--- src/rtl/ti_sbox_seq.sv ---
`default_nettype none
// ============================================================================
//  Module   : ti_sbox_seq
//  Purpose  : Serial scheduler for one shared, pipelined threshold-
//             implementation S-box. A shared state of NIBBLES nibbles (each
//             split into SHARES 4-bit shares) is issued one nibble per cycle
//             into an external S-box pipeline of LATENCY stages. Results are
//             written back in place and the substituted state is offered on
//             a valid/ready handshake.
//  Ports    : clk, rst           - clock, synchronous active-high reset
//             in_valid/in_ready  - input handshake, din = shared state
//             out_valid/out_ready- output handshake, dout = substituted state
//             sb_valid/sb_in     - nibble issued to the external S-box
//             sb_out             - S-box result, LATENCY cycles after issue
//             rnd                - fresh randomness for share refresh
//  Layout   : nibble i share s at bits [(i*SHARES+s)*4 +: 4]
//  Option   : TI_SEQ_REFRESH_EN - re-mask every nibble with rnd on issue
//  Revision : 1.0 - initial release
// ============================================================================
module ti_sbox_seq #(
   parameter int NIBBLES = 16,
   parameter int SHARES  = 3,
   parameter int LATENCY = 2
) (
   input  logic                          clk,
   input  logic                          rst,
   input  logic                          in_valid,
   output logic                          in_ready,
   input  logic [4*SHARES*NIBBLES-1:0]   din,
   output logic                          out_valid,
   input  logic                          out_ready,
   output logic [4*SHARES*NIBBLES-1:0]   dout,
   output logic                          sb_valid,
   output logic [4*SHARES-1:0]           sb_in,
   input  logic [4*SHARES-1:0]           sb_out,
   input  logic [4*(SHARES-1)-1:0]       rnd
);

   localparam int STATE_W = 4 * SHARES * NIBBLES;
   localparam int SLOT_W  = 4 * SHARES;
   localparam int CNT_W   = $clog2(NIBBLES + 1);
   localparam logic [CNT_W-1:0] LAST_SLOT = CNT_W'(NIBBLES - 1);

   typedef enum logic [1:0] {
      S_IDLE  = 2'd0,
      S_ISSUE = 2'd1,
      S_DRAIN = 2'd2,
      S_DONE  = 2'd3
   } fsm_t;

   fsm_t                 fsm_q, fsm_d;
   logic [STATE_W-1:0]   slots_q, slots_d;
   logic [CNT_W-1:0]     issue_cnt_q, issue_cnt_d;
   logic [CNT_W-1:0]     ret_cnt_q, ret_cnt_d;
   logic [LATENCY-1:0]   vpipe_q, vpipe_d;
   logic [SLOT_W-1:0]    issue_slot;
   logic [SLOT_W-1:0]    issue_masked;
   logic                 ret_valid;

   // Tail of the valid pipe lines up exactly with the S-box result of the
   // nibble issued LATENCY cycles earlier.
   assign ret_valid = vpipe_q[LATENCY-1];

   generate
      if (LATENCY == 1) begin : g_vpipe_single
         assign vpipe_d = sb_valid;
      end else begin : g_vpipe_shift
         assign vpipe_d = {vpipe_q[LATENCY-2:0], sb_valid};
      end
   endgenerate

   // Only meaningful during ISSUE; outside it the counter may point past the
   // last slot, which is why sb_in is gated by sb_valid below.
   assign issue_slot = slots_q[int'(issue_cnt_q)*SLOT_W +: SLOT_W];

`ifdef TI_SEQ_REFRESH_EN
   // Fresh masks on shares 0..SHARES-2; the last share absorbs the XOR of all
   // masks so the unshared nibble is unchanged.
   logic [3:0] rnd_sum;
   always_comb begin
      rnd_sum      = '0;
      issue_masked = issue_slot;
      for (int s = 0; s < SHARES-1; s++) begin
         rnd_sum                = rnd_sum ^ rnd[s*4 +: 4];
         issue_masked[s*4 +: 4] = issue_slot[s*4 +: 4] ^ rnd[s*4 +: 4];
      end
      issue_masked[(SHARES-1)*4 +: 4] = issue_slot[(SHARES-1)*4 +: 4] ^ rnd_sum;
   end
`else
   logic rnd_unused;
   assign rnd_unused   = ^rnd;
   assign issue_masked = issue_slot;
`endif

   assign sb_in = sb_valid ? issue_masked : '0;
   assign dout  = slots_q;

   always_comb begin
      fsm_d       = fsm_q;
      slots_d     = slots_q;
      issue_cnt_d = issue_cnt_q;
      ret_cnt_d   = ret_cnt_q;
      in_ready    = 1'b0;
      out_valid   = 1'b0;
      sb_valid    = 1'b0;

      case (fsm_q)
         S_IDLE: begin
            in_ready = ~rst;
            if (in_valid) begin
               slots_d     = din;
               issue_cnt_d = '0;
               ret_cnt_d   = '0;
               fsm_d       = S_ISSUE;
            end
         end
         S_ISSUE: begin
            sb_valid    = 1'b1;
            issue_cnt_d = issue_cnt_q + 1'b1;
            if (issue_cnt_q == LAST_SLOT) begin
               fsm_d = S_DRAIN;
            end
         end
         S_DRAIN: begin
            if (ret_valid && (ret_cnt_q == LAST_SLOT)) begin
               fsm_d = S_DONE;
            end
         end
         S_DONE: begin
            out_valid = 1'b1;
            if (out_ready) begin
               fsm_d = S_IDLE;
            end
         end
         default: fsm_d = S_IDLE;
      endcase

      // Results return in issue order, so a running counter locates the slot.
      // A slot is always issued LATENCY cycles before its result overwrites it.
      if (ret_valid) begin
         slots_d[int'(ret_cnt_q)*SLOT_W +: SLOT_W] = sb_out;
         ret_cnt_d = ret_cnt_q + 1'b1;
      end
   end

   always_ff @(posedge clk) begin
      if (rst) begin
         fsm_q       <= S_IDLE;
         slots_q     <= '0;
         issue_cnt_q <= '0;
         ret_cnt_q   <= '0;
         vpipe_q     <= '0;
      end else begin
         fsm_q       <= fsm_d;
         slots_q     <= slots_d;
         issue_cnt_q <= issue_cnt_d;
         ret_cnt_q   <= ret_cnt_d;
         vpipe_q     <= vpipe_d;
      end
   end

endmodule
`default_nettype wire

--- config.mk ---
export PLATFORM = sky130hd
export DESIGN_NAME = ti_sbox_seq
export DESIGN_NICKNAME = d
export VERILOG_FILES = /design/src/rtl/ti_sbox_seq.sv
export SDC_FILE = /design/constraint.sdc
export NUM_CORES = 1
export LEC_CHECK = 0
export BUFFER_PORTS_ARGS = -buffer_cell sky130_fd_sc_hd__buf_2
export CORE_ASPECT_RATIO = 1.1
export CORE_MARGIN = 2
export CORE_UTILIZATION = 40
export DETAILED_ROUTE_END_ITERATION = 8
export PLACE_DENSITY = 0.65
export SLEW_MARGIN = 20
export SYNTH_ARGS = -nofsm -noshare
export SYNTH_HDL_FRONTEND = slang
export SYNTH_SLANG_ARGS = --single-unit
export TNS_END_PERCENT = 100
--- constraint.sdc ---
create_clock -name clk -period 4.5 [get_ports clk]
set_input_delay 0.45 -clock clk [delete_from_list [all_inputs] [get_ports clk]]
set_output_delay 0.45 -clock clk [all_outputs]
set_load 0.1 [all_outputs]
==> flow_summary.ini <==
[logic_synthesis]
synth_edf_count = 0
netlist_instances = 1577
syn-num-nets = 1809
yosysTopAreaCell = dfxtp_1
seq_area_frac_synth_pct = 31.3
yosysMostFrequentCell = nand2_1
netlist.area_leader.share_pct = 31.3
ys_warn_count = 0
async_flop_share_pct = 0
netlist_top_cells_area = dfxtp_1 (31%), mux4_2 (10%), nand2_1 (10%)
synth_area_sq_um = 13200
yosys_most_used_dff = dfxtp_1
synth_common_cells = nand2_1 (350), dfxtp_1 (206), a21oi_1 (167), mux2_2 (112), nor2_1 (101)
syn_area_per_cell_sq_um = 8.37
synth-seq-cells = 206
synth_cell_types = 71

[critical_path]
rr_worst_depth = 12
critical_path_class = reg2reg
crit_slowest_cell = fa_1
end_kind = register
worst-endpoint-required_ps = 4940
critPathArrivalTime_ps = 4570
slowest_delay_ps = 500
critPathMaxFanout = 8
start_kind = register
cp_cell_sequence = ha_1, fa_1, a211o_1, and3_1, nor2_1, nor2_1, ha_1, nand2_1, a311o_1, nor2_2, nand3_1, mux2_2

[outcome]
status = finished, final reports clean

[floorplanning]
initial_core_util_pct = 40.8
coreArea_sq_um = 32400
die-area_sq_um = 34500
fp.dieH_um = 194
ioPinCount = 423
die_w_um = 177
rows = 69

[route]
route.detailed.drc = 0
drt-total-wl_um = 67700
vias = 14800
dr.pass1.iters = 8
viasPerCell = 6.17
wl_per_cell_um = 28.1
drt_iter0_drc = 1670
route.antenna.remaining_nets = 0

[cells_and_area]
final_util_pct = 51.7
num-nets-final = 2190
syn2layout_area_growth_pct = 26.9
drive_gt1_share_pct = 36.2

[sta]
slew_headroom_pct = 21.3
slew_viol_final = 0
hold_viol_final = 0
setup_viol = 0
grt_setup_unrepaired = false
max_freq_ghz = 0.242
period_needed_ps = 4130
fin_tns_setup_ps = 0
layout_worst_path_cycle_share_pct = 91.7
worstMarginPinSlew_ps = 1180
fin_skew_ps = 16.1

[global_routing]
grtUsageTotal_pct = 38.0
grt_pass1_wl_um = 95700
grt_antenna_before_repair = 6
grt_remaining_overflow = 0
grt_start_max_net_pins = 103
first_global_vias = 14000

[power_and_ir_drop]
combPwrFrac_pct = 52.6
vdd_drop_max_uv = 369
pwr-share-clk_pct = 21.2
seqPwrFrac_pct = 26.2
power_switching_w = 0.00553
p_leak_nw = 7.18
power.internal_w = 0.00470
powerDensity_nw_per_um2 = 611
swShare_pct = 54.0

[cts]
cts_tree = done
clockBufferDepth = 3
ctsResizeCount = 0
hold_buffers = 0
clock-sinks = 206
h-tree-depth = 1
insertion_delay_ps = 560
post_cts_buffers = 0
cts_root_buf = clkbuf_16
cts.clk_slew.worst_paths_ps = 60
numCtsBuffers = 24

[placed_design]
portBuffers = 414
hpwlAfterDp_um = 52400
place.gp.congestion = 1.03

[worst_hold_path]
hold_path_depth = 3
hold_class = in2reg

[flow_run]
drv_cap = 0
critical path, delay by kind of cell (launching register included):
kind | cells | cell delay (ps)
compound gates | 2 | 730
fa+ha+maj | 3 | 1070
flops | 1 | 360
mux | 1 | 360
simple gates | 6 | 1510
through the flow:
stage | instance area (sq um) | hold WS (ps) | setup WS, ps | std cells | power [W]
after floorplan | 13200 | 414 | 627 | 1577 | 0.00666
after global placement | 15900 | 422 | 363 | 2358 | 0.00797
after detailed placement | 15900 | 426 | 322 | 2358 | 0.00801
after CTS | 16700 | 165 | 310 | 2402 | 0.0102
after global routing | 16700 | 173 | 140 | 2403 | 0.0105
final | 16700 | 172 | 373 | 2405 | 0.0102
cell type report:
cell class / instances / area, sq um
Sequential cell: 206 / 4130
Tap cell: 426 / 533
Inverter: 14 / 52.6
Fill cell: 3158 / 15600
Antenna cell: 3 / 7.51
Clock buffer: 28 / 656
Multi-Input combinational cell: 1240 / 8600
Clock inverter: 16 / 218
Timing Repair Buffer: 472 / 2550
cell usage in the layout (no fill, tap or decap), types with 5 or more instances in the layout:
cell type and count:
buf_2 413, nand2_1 349, dfxtp_1 204, a21oi_1 167, mux2_2 112, nor2_1 101, mux4_2 60, buf_4 55
nand3_1 52, mux2i_1 44, a211oi_1 40, o21ai_0 29, a311oi_1 29, nor2b_1 26, clkbuf_16 24, nor3_1 22
and2_1 21, o31ai_1 19, ha_1 15, a22oi_1 14, inv_1 13, and3_1 12, nand2b_1 10, a32oi_1 9
nand4_1 7, a2111oi_0 6, a21o_1 5, o2bb2ai_1 5, a32o_1 5
cell families (layout without fill, tap and decap cells):
group,Yosys count,count (layout),share of synthesized area (%)
and+or+nand+nor,633,633,21.3
DFF,206,206,31.3
AOI/OAI and AO/OA,368,368,18.3
muxes,216,216,23.1
buffers and inverters,131,530,3.80
adders and majority gates,16,16,1.57
other,0,3,0
xor gates and xnor gates,7,7,0.626
registers in the layout, indices dropped and copies added (netlist names):
| register | count |
|---|---|
| vpipe_q | 2 |
| fsm_q | 2 |
| issue_cnt_q | 5 |
| dout | 192 |
| ret_cnt_q | 5 |
power by group through the flow:
stage	Sequential, W	Combinational [W]	Clock, W
2_1_floorplan	0.00470	0.00196	0
3_3_place_gp	0.00267	0.00530	0
3_5_place_dp	0.00268	0.00533	0
4_1_cts	0.00264	0.00534	0.00217
5_1_grt	0.00269	0.00558	0.00225
6_report	0.00268	0.00538	0.00217
layer usage:
| metal | GRT usage, % | share of wire [%] | vias up |
|---|---|---|---|
| met5 | 0 | 0.037 | - |
| met4 | 20.7 | 6.6 | 4 |
| met3 | 7.98 | 11 | 233 |
| met2 | 59.0 | 45 | 1010 |
| met1 | 49.1 | 38 | 7079 |
| li1 | - | - | 6508 |
worst paths after layout:
| check | slack (ps) | endpoint | startpoint |
|---|---|---|---|
| worst min-delay path | 170 | dout[159]$_SDFF_PP0_ | din[159] |
| worst max-delay path | 370 | dout[35]$_SDFF_PP0_ | ret_cnt_q[1]$_SDFFE_PP0P_ |
| worst min register to register | 440 | vpipe_q[1]$_SDFF_PP0_ | vpipe_q[0]$_SDFF_PP0_ |
| worst max register to register | 370 | dout[35]$_SDFF_PP0_ | ret_cnt_q[1]$_SDFFE_PP0P_ |
No activity file was read; power rests on OpenSTA's default activity.
